### config.mk
export PLATFORM = sky130hd
export DESIGN_NAME = svm_decision_accum
export DESIGN_NICKNAME = d
export VERILOG_FILES = /design/src/rtl/svm_decision_accum.sv
export SDC_FILE = /design/constraint.sdc
export NUM_CORES = 1
export LEC_CHECK = 0
export CORE_MARGIN = 3
export CORE_UTILIZATION = 54
export CTS_BUF_LIST = sky130_fd_sc_hd__clkbuf_4 sky130_fd_sc_hd__clkbuf_8
export CTS_CLUSTER_SIZE = 14
export DETAILED_ROUTE_END_ITERATION = 8
export PLACE_DENSITY = 0.79
export SYNTH_ARGS = -nofsm -noshare
export SYNTH_HDL_FRONTEND = slang
export SYNTH_SLANG_ARGS = --single-unit
### constraint.sdc
create_clock -name clk -period 5.85 [get_ports clk]
set_clock_uncertainty 0.2 [all_clocks]
set_input_delay 1.17 -clock clk [delete_from_list [all_inputs] [get_ports clk]]
set_output_delay 1.17 -clock clk [all_outputs]
set_load 0.1 [all_outputs]
### src/rtl/svm_decision_accum.sv
// Decision stage after SVM recall: sums NUM_SV sign-magnitude partial scores plus
// a bias with saturation, then holds the score and class bit on a valid/ready output.
module svm_decision_accum #(
  parameter int                       NUM_SV = 8,
  parameter int                       ACC_W  = 20,
  parameter logic signed [ACC_W-1:0]  BIAS   = '0
) (
  input  logic             clk,
  input  logic             rst_n,
  input  logic             start,
  input  logic             in_valid,
  output logic             in_ready,
  input  logic [15:0]      in_score,
  output logic             out_valid,
  input  logic             out_ready,
  output logic [ACC_W-1:0] score,
  output logic             result,
  output logic             busy
);

  localparam int CNT_W = (NUM_SV > 1) ? $clog2(NUM_SV) : 1;
  localparam logic [CNT_W-1:0] CNT_LAST = CNT_W'(NUM_SV - 1);
  localparam logic [ACC_W-1:0] ACC_MAX  = {1'b0, {(ACC_W-1){1'b1}}};
  localparam logic [ACC_W-1:0] ACC_MIN  = {1'b1, {(ACC_W-1){1'b0}}};

  typedef enum logic [1:0] {
    IDLE  = 2'd0,
    ACCUM = 2'd1,
    DONE  = 2'd2
  } state_t;

  state_t             state_q, state_d;
  logic [ACC_W-1:0]   acc_q, acc_d;
  logic [CNT_W-1:0]   cnt_q, cnt_d;
  logic [ACC_W-1:0]   score_q, score_d;
  logic               result_q, result_d;

  logic [ACC_W:0]     mag_ext;
  logic [ACC_W:0]     term;
  logic [ACC_W:0]     sum;
  logic [ACC_W-1:0]   sum_sat;
  logic               beat;
  logic               last_beat;

  // Negating a zero magnitude yields zero, so 0x8000 needs no special case.
  always_comb begin
    mag_ext = {{(ACC_W+1-15){1'b0}}, in_score[14:0]};
    term    = in_score[15] ? (~mag_ext + 1'b1) : mag_ext;
    sum     = {acc_q[ACC_W-1], acc_q} + term;
    if (sum[ACC_W] != sum[ACC_W-1]) begin
      sum_sat = sum[ACC_W] ? ACC_MIN : ACC_MAX;
    end else begin
      sum_sat = sum[ACC_W-1:0];
    end
  end

  assign beat      = (state_q == ACCUM) && in_valid;
  assign last_beat = beat && (cnt_q == CNT_LAST);

  always_ff @(posedge clk or negedge rst_n) begin
    if (!rst_n) begin
      state_q  <= IDLE;
      acc_q    <= '0;
      cnt_q    <= '0;
      score_q  <= '0;
      result_q <= 1'b0;
    end else begin
      state_q  <= state_d;
      acc_q    <= acc_d;
      cnt_q    <= cnt_d;
      score_q  <= score_d;
      result_q <= result_d;
    end
  end

  always_comb begin
    state_d = state_q;
    case (state_q)
      IDLE:    if (start)     state_d = ACCUM;
      ACCUM:   if (last_beat) state_d = DONE;
      DONE:    if (out_ready) state_d = IDLE;
      default:                state_d = IDLE;
    endcase
  end

  always_comb begin
    in_ready  = (state_q == ACCUM);
    out_valid = (state_q == DONE);
    busy      = (state_q == ACCUM) || (state_q == DONE);
  end

  // score/result are captured together with the final sum so they are valid on DONE entry.
  always_comb begin
    acc_d    = acc_q;
    cnt_d    = cnt_q;
    score_d  = score_q;
    result_d = result_q;
    if ((state_q == IDLE) && start) begin
      acc_d = BIAS;
      cnt_d = '0;
    end
    if (beat) begin
      acc_d = sum_sat;
      cnt_d = last_beat ? '0 : cnt_q + 1'b1;
      if (last_beat) begin
        score_d  = sum_sat;
        result_d = ~sum_sat[ACC_W-1];
      end
    end
  end

  assign score  = score_q;
  assign result = result_q;

endmodule

* Yosys cells after proc, flatten, opt, wreduce, memory -nomap -nowiden
Cells that the tools add are included.
Word-level totals: output and inout bits 24, word-level logic and storage cells 37, bits in registers 46
Operators by class: equal/unequal tests 7, bitwise operators 2, add/sub/neg operators 3, reduce and logical (&&, ||, !) cells 8, mux-type cells 12
Operators with widths (count):
- $mux 20 | 4
- $add 21x1->21 const B | 1
- $add 21x21->21 | 1
- $mux 21 | 1
- $not 15->21 | 1
- $mux 3 | 3
- $mux 2 | 3
- $pmux 2 s3 | 1
- $ne 2x1->1 const B | 2
- $add 3x1->3 const B | 1
- $eq 3x3->1 const B | 1
- $logic_and 1x1->1 | 3
- $reduce_and 3->1 | 1
- $eq 2x1->1 const B | 1
- $eq 2x2->1 const B | 1
- $logic_not 2->1 | 1
- $ne 2x2->1 const B | 1
- $reduce_and 2->1 | 1
- $reduce_bool 2->1 | 1
- $logic_or 1x1->1 | 1
- $ne 1x1->1 | 1
- $not 1->1 | 1

* Depth between registers and ports, before layout
word-level depth 7, gate-level depth with buffers 16, gate-level depth less buffers 14

* Worst setup path before layout
OpenSTA, ideal clock, no wires.
kind input to register, from in in_score[11], to reg acc_q[10], path slack 0.861 ns, setup time 0.096 ns, arrival time 4.693 ns, required time 5.554 ns, cell stages on the path 15, path through or4_1 > or3_1 > buf_2 > o21ai_0 > xnor2_1 > ha_1 > and3_1 > a221oi_1 > o31ai_1 > a311oi_1 > xnor2_1 > buf_6 > clkbuf_1 > nor2_1 > o31ai_1
Between the ends: cells in the longest elaborated chain, start to end 7
RTL lines:
- from (decl) | line 13 | input logic [15:0] in_score,
- $not 15->21 | line 48 | term = in_score[15] ? (~mag_ext + 1'b1) : mag_ext;
- $add 21x1->21 | line 48
- $mux 21 (*) | line 48
- $add 21x21->21 (*) | line 49 | sum = {acc_q[ACC_W-1], acc_q} + term;
- $mux 20 or $ne 1x1->1 (tied branches) | line 51, 50
- $mux 20 (*) | line 50 | if (sum[ACC_W] != sum[ACC_W-1]) begin
- $mux 20 (*) | line 102 | if (beat) begin
- to (signal assigned) | line 63 | acc_q <= '0;
- to (signal assigned) | line 69 | acc_q <= acc_d;
- to (decl) | line 33 | logic [ACC_W-1:0] acc_q, acc_d;
Every way passes the cells marked *; elsewhere a longest branch is shown, timed or not. A chain may end at the register's enable or synchronous reset.

* Final worst setup path
from in in_score[9], to reg score_q[0], in the netlist score[0]
Between the ends: cells in the longest elaborated chain, start to end 6
RTL lines:
- $not 15->21 | line 48
- $add 21x1->21 | line 48
- $mux 21 (*) | line 48
- $add 21x21->21 (*) | line 49
- $mux 20 or $ne 1x1->1 (tied branches) | line 51, 50
- $mux 20 (*) | line 50
- to (signal assigned) | line 71 | score_q <= score_d;
- to (decl) | line 35 | logic [ACC_W-1:0] score_q, score_d;
Marked as above.

==> impl_metrics.env <==
export IMPL_run_status="finished, final reports clean"
export IMPL_vias=2737
export IMPL_crit_arrival_ns=5.59
export IMPL_clk_path_buf_depth=2
export IMPL_num_rows=27
export IMPL_place_area_mm2=0.003726
export IMPL_finalMaxSlewViolations=0
export IMPL_grt_max_degree=47
export IMPL_period_needed_ns=5.600
export IMPL_max_freq_mhz=178.6
export IMPL_synthArstFlopShare_pct=100.0
export IMPL_nFillCells=458
export IMPL_synth_edf_count=0
export IMPL_drt_wirelength_per_cell_um=16.23
export IMPL_hold_path_endpoint="score[11]$_DFFE_PN0P_"
export IMPL_globalRouteTotalUtil_pct=22.62
export IMPL_grt_pass1_vias=2726
export IMPL_syn_area_mm2=0.003211
export IMPL_cts_max_level=2
export IMPL_maxCapViolCount=0
export IMPL_drive_gt1_share_pct=6.784
export IMPL_areaGrowthSynthToFinish_pct=19.25
export IMPL_vdd_drop_max_v=0.0003960
export IMPL_layout_nets=449
export IMPL_first_pass_iters=4
export IMPL_avgViaCountPerCell=5.823
export IMPL_ys_flop_type="dfrtp_1"
export IMPL_synth_avg_cell_area_um2=9.095
export IMPL_pin_count=45
export IMPL_n_antenna_cell=0
export IMPL_port_buffers=44
export IMPL_start_kind="input pin"
export IMPL_hp_start="score[11]$_DFFE_PN0P_"
export IMPL_grt_setup_unrepaired="no"
export IMPL_cts_setup_buffers=0
export IMPL_reg2reg_depth=10
export IMPL_grt_overflow=0
export IMPL_clkTransAtPathRegs_ns=0.09
export IMPL_whs_ns=0.2847
export IMPL_cellPowerDensity_mw_per_mm2=579.8
export IMPL_antenna_found_initial=0
export IMPL_first_iter_violations=132
export IMPL_ys_seq_area_share_pct=35.85
export IMPL_r2r_end="score[0]$_DFFE_PN0P_"
export IMPL_crit_fanout=12
export IMPL_crit_family="compound AO/OA/AOI/OAI gates"
export IMPL_reg2reg_from="acc_q[0]$_DFFE_PN0P_"
export IMPL_critical_path_class="input pin to flip-flop"
export IMPL_dieArea_mm2=0.006906
export IMPL_cp_required_ns=5.84
export IMPL_cts_tree="done"
export IMPL_hold_violations=0
export IMPL_place_hpwl_mm=5.898
export IMPL_grt_pass1_wl_mm=13.01
export IMPL_ant_nets=0
export IMPL_gp_congestion=0.8238
export IMPL_drc=0
export IMPL_relSlewSlack_pct=33.13
export IMPL_ys_warn_count=0
export IMPL_finalCritPeriodShare_pct=95.73
export IMPL_clock_root_buffer="clkbuf_8"
export IMPL_synth_net_count=405
export IMPL_path_buf_inv=1
export IMPL_p_leak_nw=1.723
export IMPL_routed_wl_mm=7.630
export IMPL_finalSetupViolations=0
export IMPL_holdPathStages=2
export IMPL_dpl_cell_count=462
export IMPL_worst_slew_pin_slew_ns=1.003
export IMPL_path_cells="clkdlybuf4s50_1 > or4_1 > or3_1 > o21ai_0 > xnor2_1 > ha_1 > and3_1 > a221oi_1 > o31ai_1 > a311oi_1 > xnor2_2 > maj3_2 > mux2_2"
export IMPL_worstSkewPairLatency_ns=0.30
export IMPL_coreArea_mm2=0.005642
export IMPL_hold_buffers=0
export IMPL_start_util_pct=56.91
export IMPL_cts_buffers=5
export IMPL_fp_dieH_um=83.11
export IMPL_synthCells=353
export IMPL_yosysUniqueCellTypes=55
export IMPL_finalInstanceArea_mm2=0.003829
export IMPL_die_w_um=83.11
export IMPL_max_stage_delay_ns=0.58
export IMPL_r2r_slack_ns=2.14
export IMPL_final_cells=470
export IMPL_crit_path_top_delay_cell="a311oi_1"
export IMPL_min_path_type="flip-flop to flip-flop"
export IMPL_clock_sinks=46
export IMPL_synth_seq_cells=46
export IMPL_critPathCaptureType="flip-flop"
layout make-up:
type,count,area (um^2),share of cell area (%)
clock inverters,1,5.005,0.1307
multi-input cells,282,1963,51.27
clock buffers,7,90.09,2.353
well taps,72,90.09,2.353
repair buffers,51,488.0,12.75
inverters,11,41.29,1.078
flip-flops and latches,46,1151,30.07
cells in the final DEF, fill, tap and decap left out, types with 7 or more instances in the layout:
| cell | instances |
|---|---|
| nand2_1 | 51 |
| dfrtp_1 | 46 |
| o21ai_0 | 45 |
| clkdlybuf4s50_1 | 43 |
| ha_1 | 30 |
| a21oi_1 | 26 |
| xnor2_1 | 21 |
| nor2_1 | 12 |
| inv_1 | 11 |
| xor2_1 | 9 |
| a21o_1 | 8 |
| buf_4 | 7 |
logic make-up after synthesis:
| group | synth area share, % |
|---|---|
| XOR/XNOR | 9.821 |
| multiplexers | 0.7014 |
| adder cells (fa/ha/maj) | 13.95 |
| AO/OA/AOI/OAI | 25.49 |
| AND/OR/NAND/NOR | 10.95 |
| buffers and inverters | 3.234 |
| flip-flops | 35.85 |
synthesized netlist by cell type (2+ instances only):
master    count  area share, %
a21oi_1      26            4.1
o21ai_1       6           0.94
xnor2_1      22            6.0
ha_1         30             12
nand3_1       3           0.47
nor2_1       12            1.4
nand2_1      51            6.0
maj3_1        3           0.94
o41ai_1       2           0.55
o22a_1        2           0.55
a211oi_1      4           0.94
dfrtp_1      46             36
o31a_1        4            1.1
inv_1        11            1.3
maj3_2        2           0.70
o21ai_0      45            7.0
clkbuf_1     11            1.3
o21a_1        4           0.94
a21o_1        8            1.9
o21bai_1      3           0.70
a41oi_1       2           0.55
xor2_1        9            2.5
mux2_2        2           0.70
o31ai_1       6            1.4
or3_1         2           0.39
nor4_1        3           0.58
a22o_1        3           0.82
o22ai_1       2           0.39
nor3_1        3           0.47
routing by layer:
layer	track usage, %	part of all wire, %
met4	5.795	1.9
met5	0	0
met2	39.72	52
met3	4.663	3.4
met1	28.26	43
what timing repair did:
action	4_1_cts	5_1_grt
endpoints found under the setup margin	0	17
endpoints found under the hold margin	0	0
gates resized for setup	0	1
through the flow:
step / worst slack [ns] / TNS (ns) / util (%) / power [mW]
finish: 0.2499 / 0 / 67.86 / 2.220
global route: 0.01883 / 0 / 67.86 / 2.370
CTS: 0.2265 / 0 / 67.73 / 2.218
detailed placement: -0.03479 / -0.04450 / 66.05 / 2.006
global placement: 0.1337 / 0 / 66.05 / 1.974
floorplan: 0.8610 / 0 / - / 1.646
how the worst max path moves through the flow:
stage | startpoint | endpoint | slack (ns) | cells after the start
4_1_cts | in_score[9] | score[0]$_DFFE_PN0P_ | 0.23 | 13
6_report | in_score[9] | score[0]$_DFFE_PN0P_ | 0.25 | 13
5_1_grt | in_score[9] | acc_q[15]$_DFFE_PN0P_ | 0.02 | 14
3_3_place_gp | in_score[9] | score[1]$_DFFE_PN0P_ | 0.13 | 13
2_1_floorplan | in_score[11] | acc_q[10]$_DFFE_PN0P_ | 0.86 | 15
3_5_place_dp | in_score[9] | score[0]$_DFFE_PN0P_ | -0.03 | 13
state kept, by name (all words and copies together) (netlist names):
register / flops
state_q: 2
cnt_q: 3
acc_q: 20
result: 1
score: 20
power breakdown:
group,internal [mW],switching [mW]
Sequential,0.433,0.0799
Clock,0.100,0.106
Combinational,0.488,1.01
Total,1.02,1.20
tightest hold or removal path, cell delays in order, from the launching register on:
cell and delay [ns]:
dfrtp_1 0.35, nand2_1 0.04, o21ai_0 0.06
Note: power is estimated with default switching activity, not from simulation.
